$ cat src/rtl/systolic_load_sched.sv
// Per-layer sequencer for the systolic weight/input memory interfaces:
// lower-half weight load, upper-half weight load, input feed, array drain.
module systolic_load_sched #(
    parameter int N_MACS     = 4,
    parameter int FEED_LEN   = 4,
    parameter int DRAIN_CYC  = 6,
    parameter int MAX_LAYERS = 8,
    parameter int TIMEOUT    = 15,
    localparam int NLW = $clog2(MAX_LAYERS + 1),
    localparam int LIW = $clog2(MAX_LAYERS)
) (
    input  logic           clk,
    input  logic           rst_n,
    input  logic           start,
    input  logic           abort,
    input  logic [NLW-1:0] n_layers,
    input  logic           load_ready,
    input  logic           layer_ready,
    output logic [2:0]     load,
    output logic           load_en,
    output logic           busy,
    output logic           done,
    output logic           err,
    output logic [LIW-1:0] layer_idx
);
    localparam int HALF      = N_MACS / 2;
    localparam int NUM_PAIRS = N_MACS / 2;
    localparam int M1        = (TIMEOUT > FEED_LEN) ? TIMEOUT : FEED_LEN;
    localparam int M2        = (M1 > DRAIN_CYC) ? M1 : DRAIN_CYC;
    localparam int CNT_MAX   = (M2 > HALF) ? M2 : HALF;
    localparam int CW        = $clog2(CNT_MAX + 1);

    typedef enum logic [3:0] {
        S_IDLE, S_WLO, S_WLO_WAIT, S_WHI, S_WHI_WAIT, S_FEED, S_DRAIN, S_DONE, S_ERR
    } state_t;

    state_t         state_q, state_d;
    logic [CW-1:0]  cnt_q, cnt_d;
    logic [NLW-1:0] nlat_q, nlat_d;
    logic [LIW-1:0] layer_idx_q, layer_idx_d;
    logic [2:0]     load_q, load_d;
    logic           load_en_q, load_en_d;
    logic           busy_q, busy_d;
    logic           done_q, done_d;
    logic           err_q, err_d;

    always_ff @(posedge clk or negedge rst_n) begin
        if (!rst_n) begin
            state_q     <= S_IDLE;
            cnt_q       <= '0;
            nlat_q      <= '0;
            layer_idx_q <= '0;
            load_q      <= 3'b000;
            load_en_q   <= 1'b0;
            busy_q      <= 1'b0;
            done_q      <= 1'b0;
            err_q       <= 1'b0;
        end else begin
            state_q     <= state_d;
            cnt_q       <= cnt_d;
            nlat_q      <= nlat_d;
            layer_idx_q <= layer_idx_d;
            load_q      <= load_d;
            load_en_q   <= load_en_d;
            busy_q      <= busy_d;
            done_q      <= done_d;
            err_q       <= err_d;
        end
    end

    // Timed states leave when cnt hits LEN-1; every entry clears cnt.
    always_comb begin
        state_d     = state_q;
        cnt_d       = cnt_q;
        nlat_d      = nlat_q;
        layer_idx_d = layer_idx_q;
        if (abort) begin
            state_d = S_IDLE;
            cnt_d   = '0;
        end else begin
            case (state_q)
                S_IDLE: if (start) begin
                    cnt_d = '0;
                    if (n_layers != '0) begin
                        // Clamp so layer_idx can always reach the last layer.
                        nlat_d      = (n_layers > NLW'(MAX_LAYERS)) ? NLW'(MAX_LAYERS) : n_layers;
                        layer_idx_d = '0;
                        state_d     = S_WLO;
                    end else begin
                        state_d = S_DONE;
                    end
                end
                S_WLO: begin
                    if (load_ready) begin
                        state_d = S_WLO_WAIT;
                        cnt_d   = '0;
                    end else if (cnt_q == CW'(TIMEOUT - 1)) begin
                        state_d = S_ERR;
                    end else begin
                        cnt_d = cnt_q + CW'(1);
                    end
                end
                S_WLO_WAIT: begin
                    if (cnt_q == CW'(HALF - 1)) begin
                        state_d = S_WHI;
                        cnt_d   = '0;
                    end else begin
                        cnt_d = cnt_q + CW'(1);
                    end
                end
                S_WHI: begin
                    if (layer_ready) begin
                        state_d = S_WHI_WAIT;
                        cnt_d   = '0;
                    end else if (cnt_q == CW'(TIMEOUT - 1)) begin
                        state_d = S_ERR;
                    end else begin
                        cnt_d = cnt_q + CW'(1);
                    end
                end
                S_WHI_WAIT: begin
                    if (cnt_q == CW'(NUM_PAIRS - 1)) begin
                        state_d = S_FEED;
                        cnt_d   = '0;
                    end else begin
                        cnt_d = cnt_q + CW'(1);
                    end
                end
                S_FEED: begin
                    if (cnt_q == CW'(FEED_LEN - 1)) begin
                        state_d = S_DRAIN;
                        cnt_d   = '0;
                    end else begin
                        cnt_d = cnt_q + CW'(1);
                    end
                end
                S_DRAIN: begin
                    if (cnt_q == CW'(DRAIN_CYC - 1)) begin
                        cnt_d = '0;
                        if (NLW'(layer_idx_q) == nlat_q - NLW'(1)) begin
                            state_d = S_DONE;
                        end else begin
                            layer_idx_d = layer_idx_q + LIW'(1);
                            state_d     = S_WLO;
                        end
                    end else begin
                        cnt_d = cnt_q + CW'(1);
                    end
                end
                S_DONE:  state_d = S_IDLE;
                S_ERR:   state_d = S_ERR;
                default: state_d = S_IDLE;
            endcase
        end
    end

    // Outputs decoded from the next state so they are registered with it.
    always_comb begin
        load_d    = 3'b000;
        load_en_d = 1'b0;
        busy_d    = 1'b1;
        done_d    = 1'b0;
        err_d     = 1'b0;
        case (state_d)
            S_WLO:  load_d    = 3'b001;
            S_WHI:  load_d    = 3'b010;
            S_FEED: load_en_d = 1'b1;
            S_IDLE: busy_d    = 1'b0;
            S_DONE: begin
                busy_d = 1'b0;
                done_d = 1'b1;
            end
            S_ERR: begin
                busy_d = 1'b0;
                err_d  = 1'b1;
            end
            default: ;
        endcase
    end

    assign load      = load_q;
    assign load_en   = load_en_q;
    assign busy      = busy_q;
    assign done      = done_q;
    assign err       = err_q;
    assign layer_idx = layer_idx_q;

endmodule

$ cat config.mk
export PLATFORM = sky130hd
export DESIGN_NAME = systolic_load_sched
export DESIGN_NICKNAME = d
export VERILOG_FILES = /design/src/rtl/systolic_load_sched.sv
export SDC_FILE = /design/constraint.sdc
export NUM_CORES = 1
export LEC_CHECK = 0
export CAP_MARGIN = 20
export CORE_MARGIN = 2
export CORE_UTILIZATION = 58
export CTS_BUF_LIST = sky130_fd_sc_hd__clkbuf_16
export DETAILED_ROUTE_END_ITERATION = 10
export PLACE_DENSITY = 0.84
export SLEW_MARGIN = 30
export SYNTH_ARGS = -nofsm -noshare
export SYNTH_HDL_FRONTEND = slang
export SYNTH_SLANG_ARGS = --single-unit
$ cat constraint.sdc
create_clock -name clk -period 4.5 [get_ports clk]
set_clock_uncertainty 0.15 [all_clocks]
set_input_delay 0.675 -clock clk [delete_from_list [all_inputs] [get_ports clk]]
set_output_delay 0.675 -clock clk [all_outputs]
set_load 0.02 [all_outputs]
==> results.sh, run 1 <==
export IMPL_synthAdderAreaFrac=0.0421
export IMPL_finalSetupViolCount=0
export IMPL_synth_compound_gate_area_share=0.212
export IMPL_via_per_inst=6.25
export IMPL_grtUsageTotal=0.259
export IMPL_post_cts_buffers=0
export IMPL_grt_overflow_total=0
export IMPL_critPathKind="input port to flop"
export IMPL_die_w_um=54.6
export IMPL_synth_edff_count=0
export IMPL_wl_per_cell_um=16.8
export IMPL_ant_nets=0
export IMPL_ys_warn_count=0
export IMPL_place_congestion=0.830
export IMPL_period_needed_ns=2.49
export IMPL_crit_path_end_kind="flop"
export IMPL_syn_num_nets=168
export IMPL_diodes=0
export IMPL_core_area_um2=2450
export IMPL_reg2reg_from="cnt_q[1]$_DFFE_PN0P_"
export IMPL_numCtsBuffers=3
export IMPL_ff2ff_path_depth=7
export IMPL_grt_pass1_vias=1229
export IMPL_synth_top_cell_area_share=0.354
export IMPL_routed_wl_um=3320
export IMPL_cts_root_buf="clkbuf_16"
export IMPL_grt_antenna_before_repair=0
export IMPL_synth_distinct_cells=59
export IMPL_fmax_ghz=0.402
export IMPL_synth_most_common_cell="dfrtp_1"
export IMPL_yosys_area_top_type="dfrtp_1"
export IMPL_tritoncts="done"
export IMPL_grt_max_degree=22
export IMPL_r2r_setup_slack_ns=2.23
export IMPL_ctsHoldBuffers=0
export IMPL_start_kind="input port"
export IMPL_dp_hpwl_um=2450
export IMPL_rsz0062_at_grt="false"
export IMPL_areaGrowthSynthToFinish_pct=16.2
export IMPL_synth_mux_area_frac=0.0211
export IMPL_die_area_um2=2980
export IMPL_finish_instance_area_um2=1730
export IMPL_path_max_fanout=4
export IMPL_ys_ff_latch=21
export IMPL_worst_pin_slew_ns=0.622
export IMPL_vias=1237
export IMPL_holdCritPathClass="input port to async pin"
export IMPL_die_y_um=54.6
export IMPL_drt_iter0_drc=38
export IMPL_synthXorXnorAreaFrac=0.0329
export IMPL_clk_pin_slew_ns=0.06
export IMPL_worstPathRequired_ns=4.50
export IMPL_critPathLaunch="n_layers[0]"
export IMPL_ioPinCount=20
export IMPL_async_flop_share=1.00
export IMPL_placed_cell_area_um2=1650
export IMPL_initial_core_util=0.605
export IMPL_whs_ns=0.217
export IMPL_ys_top_cells_by_area="dfrtp_1, ha_1, inv_1, nand3b_1, a21oi_1"
export IMPL_fin_nets=184
export IMPL_placement_io_buffers=18
export IMPL_p_per_area_nw_per_um2=311
export IMPL_tns_ns=0
export IMPL_clk_latency_ns=0.25
export IMPL_cts_repair_resized=0
export IMPL_clock_path_buffers=2
export IMPL_netlist_area_um2=1490
export IMPL_fin_crit_sh=0.553
export IMPL_synth_top_family_by_area="simple AND/OR/NAND/NOR gates"
export IMPL_htreeDepth=1
export IMPL_grt_pass1_wl_um=5500
export IMPL_num_rows=18
export IMPL_leakage_nw=0.737
export IMPL_hold_viol=0
export IMPL_dr_pass1_iters=4
export IMPL_maxCapViolCount=0
export IMPL_yosys_area_share_simple=0.275
export IMPL_status="finished clean"
export IMPL_reg2reg_to="busy$_DFF_PN0_"
export IMPL_cts_sinks=21
export IMPL_max_slew_margin=0.582
export IMPL_arrival_ns=2.49
export IMPL_yosysSeqAreaShare=0.354
export IMPL_slew_viol_final=0
export IMPL_drc=0
export IMPL_synth_ff_type="dfrtp_1"
export IMPL_drive_above_1_share=0.137
export IMPL_synth_common_cells="dfrtp_1, inv_1, nand2_1"
export IMPL_synth_avg_cell_area_um2=9.71
export IMPL_peakVddDrop_mv=0.262
export IMPL_synthCells=153
flip-flops by register name (all words and copies together) (netlist names):
signal	flops
err	1
busy	1
nlat_q	4
done	1
state_q	4
load	2
cnt_q	4
layer_idx	3
load_en	1
placed cells by master, fill, tap and decap left out, drive strengths merged, types with 2 or more instances in the layout:
master         instances
ha                     5
o31ai                  2
inv                   10
dfrtp                 21
and4bb                 2
nand2                 10
clkdlybuf4s50         17
nand3                  4
clkbuf                 3
nand3b                 5
and3                   3
o211ai                 2
nor2                   6
a21boi                 2
a21o                   2
a31oi                  2
nor2b                  2
a21oi                  9
o21ai                 12
a311oi                 2
o2111ai                2
nor3b                  2
nand2b                 4
or4                    3
nor3                   4
or2                    3
nand4                  2
xor2                   3
mux2i                  2
nor4                   3
kinds of logic (layout without fill, tap and decap cells):
kind of cell,count (synthesis),in the layout
fa+ha+maj,5,5
xor+xnor,4,4
compound gates,44,44
flops,21,21
other cells,1,1
buf+inv,17,32
simple gates,58,58
mux,3,3
worst max-delay path, stage by stage:
cell and delay (ns):
clkdlybuf4s50_1 0.44, nor4_2 0.61, a32oi_1 0.23, o211ai_1 0.21, nor2_1 0.14, and3b_1 0.19
cell type report:
type | count | area [µm²]
clock buffer | 3 | 75.1
clock inverter | 1 | 5.00
fill | 186 | 729
inverter | 10 | 37.5
multi-input combinational | 115 | 870
sequential | 21 | 526
tap | 30 | 37.5
timing repair buffer | 18 | 175
routing by layer:
layer	vias to the layer above	global-route usage	wire, µm
met4	0	0.108	89
met3	11	0.0546	107
li1	602	-	-
met5	-	0	0
met2	29	0.427	1650
met1	595	0.327	1470
power breakdown:
part | leakage [nW] | switching (mW) | total (mW) | internal, mW
Clock | 0.0409 | 0.0683 | 0.188 | 0.119
Sequential | 0.285 | 0.0197 | 0.223 | 0.203
Combinational | 0.412 | 0.0650 | 0.126 | 0.0606
stage by stage:
stage                     cells  worst slack [ns]  total power, mW   util
after CTS                   198              2.03            0.537  0.705
after global placement      194              1.91            0.344  0.672
after global routing        198              1.94            0.560  0.703
after floorplan             153              2.50            0.315      -
after detailed placement    194              1.77            0.351  0.672
final                       198              2.01            0.536  0.703
how the worst max path moves through the flow:
stage	to	cells after the start	slack [ns]
after floorplan	load_en$_DFF_PN0_	5	2.50
after global placement	load_en$_DFF_PN0_	6	1.91
after detailed placement	load_en$_DFF_PN0_	6	1.77
after CTS	load_en$_DFF_PN0_	6	2.03
after global routing	load[1]$_DFF_PN0_	6	1.94
final	load_en$_DFF_PN0_	6	2.01
Power figures use the tool's default switching activity.
==> run 2, diff against run 1 <==
--- a/config.mk
+++ b/config.mk
@@ -7,10 +7,10 @@
 export LEC_CHECK = 0
 export CAP_MARGIN = 20
 export CORE_MARGIN = 2
-export CORE_UTILIZATION = 58
+export CORE_UTILIZATION = 54
 export CTS_BUF_LIST = sky130_fd_sc_hd__clkbuf_16
 export DETAILED_ROUTE_END_ITERATION = 10
-export PLACE_DENSITY = 0.84
+export PLACE_DENSITY = 0.79
 export SLEW_MARGIN = 30
 export SYNTH_ARGS = -nofsm -noshare
 export SYNTH_HDL_FRONTEND = slang
==> constraint.sdc (replaced) <==
create_clock -name clk -period 2.3 [get_ports clk]
set_clock_uncertainty 0.15 [all_clocks]
set_input_delay 0.345 -clock clk [delete_from_list [all_inputs] [get_ports clk]]
set_output_delay 0.345 -clock clk [all_outputs]
set_load 0.02 [all_outputs]
==> run 2 against run 1 <==
  * Via count is 0.81% higher
  * Power increased by 100%
  * Highest routed layer unchanged
  * Routed wire length increased by 0.21%
  * Clock-buffer cell count unchanged
  * Final cell count increased by 3.5%
  * Sequential cell count stayed put
  * Cell area is 3.5% higher
  * Sequential share of layout area decreased by 1.0 points
  * Sequential power increased by 94%
  * Critical path depth unchanged
  * Combinational power rose by 110%
  * Register-to-register slack got worse by 2.0 ns
==> results.sh, run 2 (synthesis results as in run 1) <==
export IMPL_status="finished clean"
export IMPL_drt_iter0_drc=43
export IMPL_cts_root_buf="clkbuf_16"
export IMPL_place_congestion=0.766
export IMPL_ioPinCount=20
export IMPL_grtUsageTotal=0.230
export IMPL_cp_slowest_cell="dfrtp_1"
export IMPL_core_area_um2=2690
export IMPL_rsz0062_at_grt="false"
export IMPL_wl_met2_um=1670
export IMPL_routed_wl_um=3320
export IMPL_clock_path_buffers=2
export IMPL_grt_pass1_wl_um=5780
export IMPL_dpl_cell_count=201
export IMPL_diodes=0
export IMPL_initial_core_util=0.553
export IMPL_path_max_fanout=11
export IMPL_areaGrowthSynthToFinish_pct=20.2
export IMPL_regArea_um2=526
export IMPL_ant_nets=0
export IMPL_tritoncts="done"
export IMPL_reg_top3="cnt_q (4), nlat_q (4), state_q (4)"
export IMPL_arrival_ns=2.07
export IMPL_drc=0
export IMPL_dr_pass1_iters=5
export IMPL_maxCapViolCount=0
export IMPL_final_cell_mix="dfrtp_1, clkdlybuf4s50_1, inv_1"
export IMPL_post_cts_buffers=0
export IMPL_period_needed_ns=2.06
export IMPL_leakage_nw=0.770
export IMPL_slew_viol_final=0
export IMPL_routed_top_layer="met4"
export IMPL_fin_nets=190
export IMPL_critPathBufInv=1
export IMPL_multiInputGateArea_um2=878
export IMPL_grt_overflow_total=0
export IMPL_die_w_um=56.4
export IMPL_worst_pin_slew_ns=0.510
export IMPL_whs_ns=0.280
export IMPL_htreeDepth=1
export IMPL_grt_antenna_before_repair=0
export IMPL_clk_pin_slew_ns=0.06
export IMPL_fmax_ghz=0.484
export IMPL_drt_met1_wl_um=1500
export IMPL_numCtsBuffers=3
export IMPL_worstPathRequired_ns=2.31
export IMPL_peakVddDrop_mv=0.463
export IMPL_met3_length_um=112
export IMPL_finalSetupViolCount=0
export IMPL_placement_io_buffers=18
export IMPL_cts_sinks=21
export IMPL_wl_per_cell_um=16.2
export IMPL_grt_max_degree=22
export IMPL_via_per_inst=6.08
export IMPL_cpPeakStageDelay_ns=0.57
export IMPL_critPathKind="flop to flop"
export IMPL_vias=1247
export IMPL_p_per_area_nw_per_um2=602
export IMPL_max_slew_margin=0.660
export IMPL_die_area_um2=3190
export IMPL_grt_pass1_vias=1261
export IMPL_layout_commonest_cell="dfrtp_1"
export IMPL_drive_above_1_share=0.172
export IMPL_die_y_um=56.4
export IMPL_final_core_util=0.665
export IMPL_start_kind="flop"
export IMPL_finalNonFillerCells=205
export IMPL_crit_path_end_kind="flop"
export IMPL_clk_latency_ns=0.26
export IMPL_holdCritPathClass="input port to async pin"
export IMPL_cp_cell_sequence="buf_4, nand2b_1, nand3_2, o2111ai_2, nand2_2, nor4_2"
export IMPL_tns_ns=0
export IMPL_dp_hpwl_um=2460
export IMPL_hold_viol=0
export IMPL_crit_family="simple AND/OR/NAND/NOR gates"
export IMPL_fin_crit_sh=0.897
export IMPL_num_rows=19
export IMPL_num_fill_cells=213
-- run 2: cell types whose count changed in the layout (fill, tap and decap cells not counted), sizes merged --
cell	previous run	this run
buf	1	6
clkdlybuf4s50	17	18
-- run 2: metal layers --
| layer | up-vias | track usage |
|---|---|---|
| met5 | - | 0 |
| met4 | 0 | 0.0918 |
| met3 | 6 | 0.0300 |
| li1 | 607 | - |
| met2 | 30 | 0.379 |
| met1 | 604 | 0.306 |
-- run 2: cell type report --
| class | count | share of cell area |
|---|---|---|
| clock buffers | 3 | 0.0420 |
| clock inverters | 1 | 0.00280 |
| repair buffers | 24 | 0.126 |
| flip-flops and latches | 21 | 0.294 |
| inverters | 10 | 0.0210 |
| well taps | 31 | 0.0217 |
| multi-input cells | 115 | 0.492 |
-- run 2: timing repair --
action                     CTS  global route
setup endpoints to repair    0             2
gates resized for setup      0             2
hold buffers                 0             0
-- run 2: path summary, 6_finish.rpt --
path	start	slack [ns]	depth (start not counted)	endpoint
min in group clk	nlat_q[3]$_DFFE_PN0P_	0.39	1	nlat_q[3]$_DFFE_PN0P_
worst max-delay path	state_q[1]$_DFF_PN0_	0.24	6	load[0]$_DFF_PN0_
worst min register to register	nlat_q[3]$_DFFE_PN0P_	0.39	1	nlat_q[3]$_DFFE_PN0P_
worst min-delay path	rst_n	0.28	2	err$_DFF_PN0_
max in group asynchronous	rst_n	1.50	2	cnt_q[3]$_DFFE_PN0P_
worst max register to register	state_q[1]$_DFF_PN0_	0.24	6	load[0]$_DFF_PN0_
-- run 2: report_power, final --
part	leakage, nW	switching (mW)	internal [mW]	total (mW)
clock	0.0409	0.141	0.234	0.375
combinational	0.445	0.136	0.130	0.266
sequential	0.285	0.0353	0.398	0.433
total	0.770	0.313	0.761	1.07
-- run 2: through the flow --
step                      total power [mW]  instance area [µm²]  setup slack, ns
after global routing                  1.13                 1790           0.0598
final                                 1.07                 1790            0.236
after floorplan                      0.616                 1490            0.412
after global placement               0.685                 1700            0.151
after detailed placement             0.698                 1700           0.0353
after CTS                             1.07                 1780            0.115
